==> src/rtl/cmp_state_filter.sv <==
// Debounces comparator less/equal/greater flags into a stable relation state.
// Optional per-class sample statistics are enabled by defining CMP_FILTER_STATS_EN.
module cmp_state_filter #(
    parameter int unsigned STABLE_CNT = 4,
    parameter int unsigned CNT_W      = 8
) (
    input  logic             clk,
    input  logic             rst_n,
    input  logic             sample_valid,
    input  logic             less,
    input  logic             equal,
    input  logic             greater,
    output logic [1:0]       state_o,
    output logic             change_o,
    output logic             illegal_o,
    output logic [CNT_W-1:0] change_cnt_o,
    output logic [CNT_W-1:0] below_cnt_o,
    output logic [CNT_W-1:0] match_cnt_o,
    output logic [CNT_W-1:0] above_cnt_o
);

    // state      | meaning
    // ST_UNKNOWN | no relation accepted since reset
    // ST_BELOW   | A < B stable
    // ST_MATCH   | A == B stable
    // ST_ABOVE   | A > B stable
    typedef enum logic [1:0] {
        ST_UNKNOWN = 2'b00,
        ST_BELOW   = 2'b01,
        ST_MATCH   = 2'b10,
        ST_ABOVE   = 2'b11
    } rel_e;

    localparam int unsigned      RUN_W   = $clog2(STABLE_CNT + 1);
    localparam logic [RUN_W-1:0] RUN_MAX = RUN_W'(STABLE_CNT);
    localparam logic [CNT_W-1:0] CNT_MAX = '1;

    rel_e             r_state;
    rel_e             w_state_nxt;
    rel_e             r_cand;
    rel_e             w_cand_nxt;
    logic             r_cand_vld;
    logic             w_cand_vld_nxt;
    logic [RUN_W-1:0] r_run;
    logic [RUN_W-1:0] w_run_nxt;
    logic             r_change;
    logic             w_change_nxt;
    logic             r_illegal;
    logic             w_illegal_nxt;
    logic [CNT_W-1:0] r_change_cnt;
    logic [CNT_W-1:0] w_change_cnt_nxt;

    logic             w_onehot;
    rel_e             w_cls;

    assign w_onehot = (less ^ equal ^ greater) & ~(less & equal & greater);
    assign w_cls    = less ? ST_BELOW : (equal ? ST_MATCH : ST_ABOVE);

    always_ff @(posedge clk or negedge rst_n) begin
        if (!rst_n) begin
            r_state      <= ST_UNKNOWN;
            r_cand       <= ST_UNKNOWN;
            r_cand_vld   <= 1'b0;
            r_run        <= '0;
            r_change     <= 1'b0;
            r_illegal    <= 1'b0;
            r_change_cnt <= '0;
        end else begin
            r_state      <= w_state_nxt;
            r_cand       <= w_cand_nxt;
            r_cand_vld   <= w_cand_vld_nxt;
            r_run        <= w_run_nxt;
            r_change     <= w_change_nxt;
            r_illegal    <= w_illegal_nxt;
            r_change_cnt <= w_change_cnt_nxt;
        end
    end

    always_comb begin
        w_state_nxt      = r_state;
        w_cand_nxt       = r_cand;
        w_cand_vld_nxt   = r_cand_vld;
        w_run_nxt        = r_run;
        w_change_nxt     = 1'b0;
        w_illegal_nxt    = 1'b0;
        w_change_cnt_nxt = r_change_cnt;

        if (sample_valid) begin
            if (!w_onehot) begin
                w_illegal_nxt  = 1'b1;
                w_cand_vld_nxt = 1'b0;
                w_cand_nxt     = ST_UNKNOWN;
                w_run_nxt      = '0;
            end else begin
                if (r_cand_vld && (r_cand == w_cls)) begin
                    w_run_nxt = (r_run == RUN_MAX) ? r_run : r_run + RUN_W'(1);
                end else begin
                    w_cand_vld_nxt = 1'b1;
                    w_cand_nxt     = w_cls;
                    w_run_nxt      = RUN_W'(1);
                end
                // Candidate equals w_cls here, so acceptance compares the sample class directly
                if ((w_run_nxt == RUN_MAX) && (w_cls != r_state)) begin
                    w_state_nxt  = w_cls;
                    w_change_nxt = 1'b1;
                    if (r_change_cnt != CNT_MAX) begin
                        w_change_cnt_nxt = r_change_cnt + CNT_W'(1);
                    end
                end
            end
        end
    end

    assign state_o      = r_state;
    assign change_o     = r_change;
    assign illegal_o    = r_illegal;
    assign change_cnt_o = r_change_cnt;

`ifdef CMP_FILTER_STATS_EN
    logic [CNT_W-1:0] r_below_cnt;
    logic [CNT_W-1:0] r_match_cnt;
    logic [CNT_W-1:0] r_above_cnt;
    logic             w_legal_smp;

    assign w_legal_smp = sample_valid & w_onehot;

    always_ff @(posedge clk or negedge rst_n) begin
        if (!rst_n) begin
            r_below_cnt <= '0;
            r_match_cnt <= '0;
            r_above_cnt <= '0;
        end else if (w_legal_smp) begin
            if ((w_cls == ST_BELOW) && (r_below_cnt != CNT_MAX)) begin
                r_below_cnt <= r_below_cnt + CNT_W'(1);
            end
            if ((w_cls == ST_MATCH) && (r_match_cnt != CNT_MAX)) begin
                r_match_cnt <= r_match_cnt + CNT_W'(1);
            end
            if ((w_cls == ST_ABOVE) && (r_above_cnt != CNT_MAX)) begin
                r_above_cnt <= r_above_cnt + CNT_W'(1);
            end
        end
    end

    assign below_cnt_o = r_below_cnt;
    assign match_cnt_o = r_match_cnt;
    assign above_cnt_o = r_above_cnt;
`else
    assign below_cnt_o = '0;
    assign match_cnt_o = '0;
    assign above_cnt_o = '0;
`endif

endmodule

==> config.mk <==
export PLATFORM = sky130hd
export DESIGN_NAME = cmp_state_filter
export DESIGN_NICKNAME = d
export VERILOG_FILES = /design/src/rtl/cmp_state_filter.sv
export SDC_FILE = /design/constraint.sdc
export NUM_CORES = 1
export LEC_CHECK = 0
export ABC_AREA = 1
export BUFFER_PORTS_ARGS = -buffer_cell sky130_fd_sc_hd__buf_2
export CORE_ASPECT_RATIO = 1.25
export CORE_MARGIN = 5
export CORE_UTILIZATION = 50
export DETAILED_ROUTE_END_ITERATION = 8
export PLACE_DENSITY = 0.84
export SLEW_MARGIN = 20
export SYNTH_ARGS = -nofsm -noshare
export SYNTH_HDL_FRONTEND = slang
export SYNTH_SLANG_ARGS = --single-unit
export TNS_END_PERCENT = 50
==> constraint.sdc <==
create_clock -name clk -period 2 [get_ports clk]
set_input_delay 0.3 -clock clk [delete_from_list [all_inputs] [get_ports clk]]
set_output_delay 0.3 -clock clk [all_outputs]
set_load 0.02 [all_outputs]
==> PnR_summary.wiki <==
{| class="wikitable"
! Metric !! Value
|-
| Category of the worst setup path capture point || flip-flop
|-
| HPWL after DPL || 1690 µm
|-
| Maximum number of pins on one net before global-route repair || 19
|-
| Instance count of the mapped netlist || 168
|-
| Count of state elements after synthesis || 18
|-
| Slew Viols, Final || 0
|-
| Cell Chain, Critical Path || inv_1, ha_1, nand2_1, nand2_1, o21ai_2, nand2_1, nor2_4, nand3_1, nand2_1, nand2_1
|-
| Worst hold slack after final layout || 255 ps
|-
| Leakage power total || 0.753 nW
|-
| Clock-pin slew of the registers on the worst-case setup and hold paths || 100 ps
|-
| Skew final || 3.60 ps
|-
| Remaining routing DRC violations || 0
|-
| Most common cell type on the critical path || sky130_fd_sc_hd__nand2_1
|-
| Core Footprint || 2430 µm²
|-
| Vias in the first global route || 872
|-
| Wire per inst || 9.71 µm
|-
| Portion of synthesized cell area occupied by the leading cell type || 0.359
|-
| Total setup violations reported at the end of the flow || 0
|-
| Main area contributors after synthesis || sky130_fd_sc_hd__dfrtp_1 (36%), sky130_fd_sc_hd__buf_4 (15%), sky130_fd_sc_hd__nand2_1 (14%)
|-
| Synth-to-Final Area Change || 4.48%
|-
| Avg Synthesized Cell Area || 7.48 µm²
|-
| Part of the power in combinational logic || 0.173
|-
| Initial cell density of the core || 0.518
|-
| Maximum count of clock buffers along a single path || 2
|-
| Areal power density over the cells || 560 nW/µm²
|-
| Floorplan die area || 3620 µm²
|-
| Final RePlAce weighted congestion || 0.807
|-
| Count of inserted antenna diode cells || 0
|-
| Flop pwr share || 0.525
|-
| Share of layout cells above drive strength 1 || 0.140
|-
| Clock power share || 0.302
|-
| Total net switching power || 216 µW
|-
| RSZ-0062 raised after global routing || no
|-
| Max-cap violations || 0
|-
| Initial drt markers || 29
|-
| Die Width || 54.8 µm
|-
| H-tree levels || 1
|-
| Delay contributed by the slowest stage of the critical path || 430 ps
|-
| Data required time of the critical path || 2190 ps
|-
| Number of clock buffers inserted by TritonCTS || 3
|-
| Critical Path Slowest Stage Cell || sky130_fd_sc_hd__dfrtp_1
|-
| Final Critical Period || 1770 ps
|-
| First-pass DRT Iterations || 4
|-
| Post-synthesis instance area || 1260 µm²
|-
| Leftover overflow at the end of global routing || 0
|-
| Run status || finished clean
|-
| Cell type with the largest total area after synthesis || sky130_fd_sc_hd__dfrtp_1
|-
| Buffers added on ports || 17
|-
| Class of the most critical setup path || reg2reg
|-
| Global-route usage over all layers || 0.134
|-
| Maximum fanout along the worst path || 13
|-
| Hold crit path type || in2reg
|-
| Net switching share of the total power || 0.295
|-
| Warnings from Yosys || 0
|-
| CTS sink cnt || 18
|-
| Top library cells by usage in the layout, fill and taps aside || sky130_fd_sc_hd__nand2_1 (47), sky130_fd_sc_hd__inv_1 (26), sky130_fd_sc_hd__conb_1 (24)
|-
| DR vias || 974
|-
| Cell Int Power || 518 µW
|-
| Post-CTS setup buffers || 0
|-
| Most common cell after layout, fill and taps aside || sky130_fd_sc_hd__nand2_1
|-
| Die span in y || 66.0 µm
|-
| TritonCTS clock tree || done
|-
| Cell row count || 20
|-
| Highest clock rate || 0.565 GHz
|-
| First-pass GRT wire length || 3660 µm
|-
| Worst endpoint data arrival time || 1960 ps
|-
| Critical Path Source Type || flip-flop
|-
| Setup TNS after final layout || 0 ps
|-
| Number of nets in the final layout || 198
|-
| Antenna violations before repair || 0
|-
| Antenna violation net count after detailed routing || 0
|-
| Peak VDD IR || 0.000343 V
|-
| Crit share post-route || 0.885
|-
| Ports || 42
|-
| End-of-flow core utilization || 0.541
|-
| Post-synth cell types || 24
|-
| Aggregate routed wire length || 2130 µm
|-
| Hold Fails Final Rpt || 0
|-
| Via count normalized by instance count || 4.45
|-
| Root buf cell || sky130_fd_sc_hd__clkbuf_4
|-
| Sequential cell area fraction in the yosys report || 0.359
|-
| Clock latency on the worst-skew pair || 290 ps
|}
## metal layers
layer,global-route usage,wire length (µm)
met1,0.184,930
met2,0.206,1050
met3,0.0203,114
met4,0.0561,27
met5,0,0
## stage by stage
stage	total power [mW]	std cells	worst slack [ps]	area, µm²
2_1_floorplan	0.529	191	480	1340
3_3_place_gp	0.517	214	154	1270
3_5_place_dp	0.518	214	119	1270
4_1_cts	0.745	219	222	1310
5_1_grt	0.775	219	30.8	1310
6_report	0.734	219	230	1310
## flip-flops by register name, indices dropped and copies added (netlist names)
name,cells
r_run,3
change_o,1
r_cand,2
change_cnt_o,8
r_cand_vld,1
state_o,2
illegal_o,1
## area by class of cell
type / count / area, µm²
Timing Repair Buffer: 18 / 95.1
Multi-Input combinational cell: 119 / 588
Clock buffer: 4 / 36.3
Tap cell: 33 / 41.3
Inverter: 27 / 101
Sequential cell: 18 / 450
Fill cell: 246 / 1110
## Yosys cell counts (all sizes together)
cell and instances:
a21oi 1, buf 26, clkbuf 1, clkinv 1, conb 1, dfrtp 18
ha 5, inv 26, nand2 49, nand3 10, nand4 8, nor2 8
nor3 1, o21ai 5, o21bai 1, o22ai 2, o31ai 1, xnor2 1
xor2 3
## power by group through the flow
stage	logic [mW]	clock network (mW)	registers (mW)
finish	0.127	0.222	0.386
global route	0.146	0.242	0.387
CTS	0.127	0.232	0.386
detailed placement	0.125	0	0.393
global placement	0.125	0	0.392
floorplan	0.135	0	0.394
## kinds of logic (layout without fill, tap and decap cells)
kind of cell             count (synthesis)  count (layout)  synth area share
adder cells (fa/ha/maj)                  5               5            0.0498
buffers and inverters                   54              49             0.242
flip-flops                              18              18             0.359
other                                    1              24           0.00299
AND/OR/NAND/NOR                         76              76             0.270
AO/OA/AOI/OAI                           10              10            0.0488
XOR/XNOR                                 4               4            0.0279
## final timing paths
| check | start | to | slack, ps | cells past startpoint |
|---|---|---|---|---|
| worst max register to register | r_run[1] | change_cnt_o[0] | 230 | 10 |
| max in group asynchronous | rst_n | change_cnt_o[3] | 1260 | 2 |
| worst max-delay path | r_run[1] | change_cnt_o[0] | 230 | 10 |
| min in group asynchronous | rst_n | r_cand[1] | 460 | 2 |
| worst min-delay path | less | state_o[1] | 260 | 2 |
| worst min register to register | r_cand_vld | r_cand_vld | 510 | 2 |
## worst max-delay path, delay by kind of cell (launching register included)
kind / cells / cell delay, ps
compound gates: 1 / 70
fa+ha+maj: 1 / 180
buf+inv: 1 / 60
flops: 1 / 430
simple gates: 7 / 910
## repair_timing
item / CTS / global route
setup endpoints to repair: 0 / 0
endpoints found under the hold margin: 18 / 0
gates resized for setup: 0 / 0
hold buffers: 1 / 0
Power figures use the tool's default switching activity.
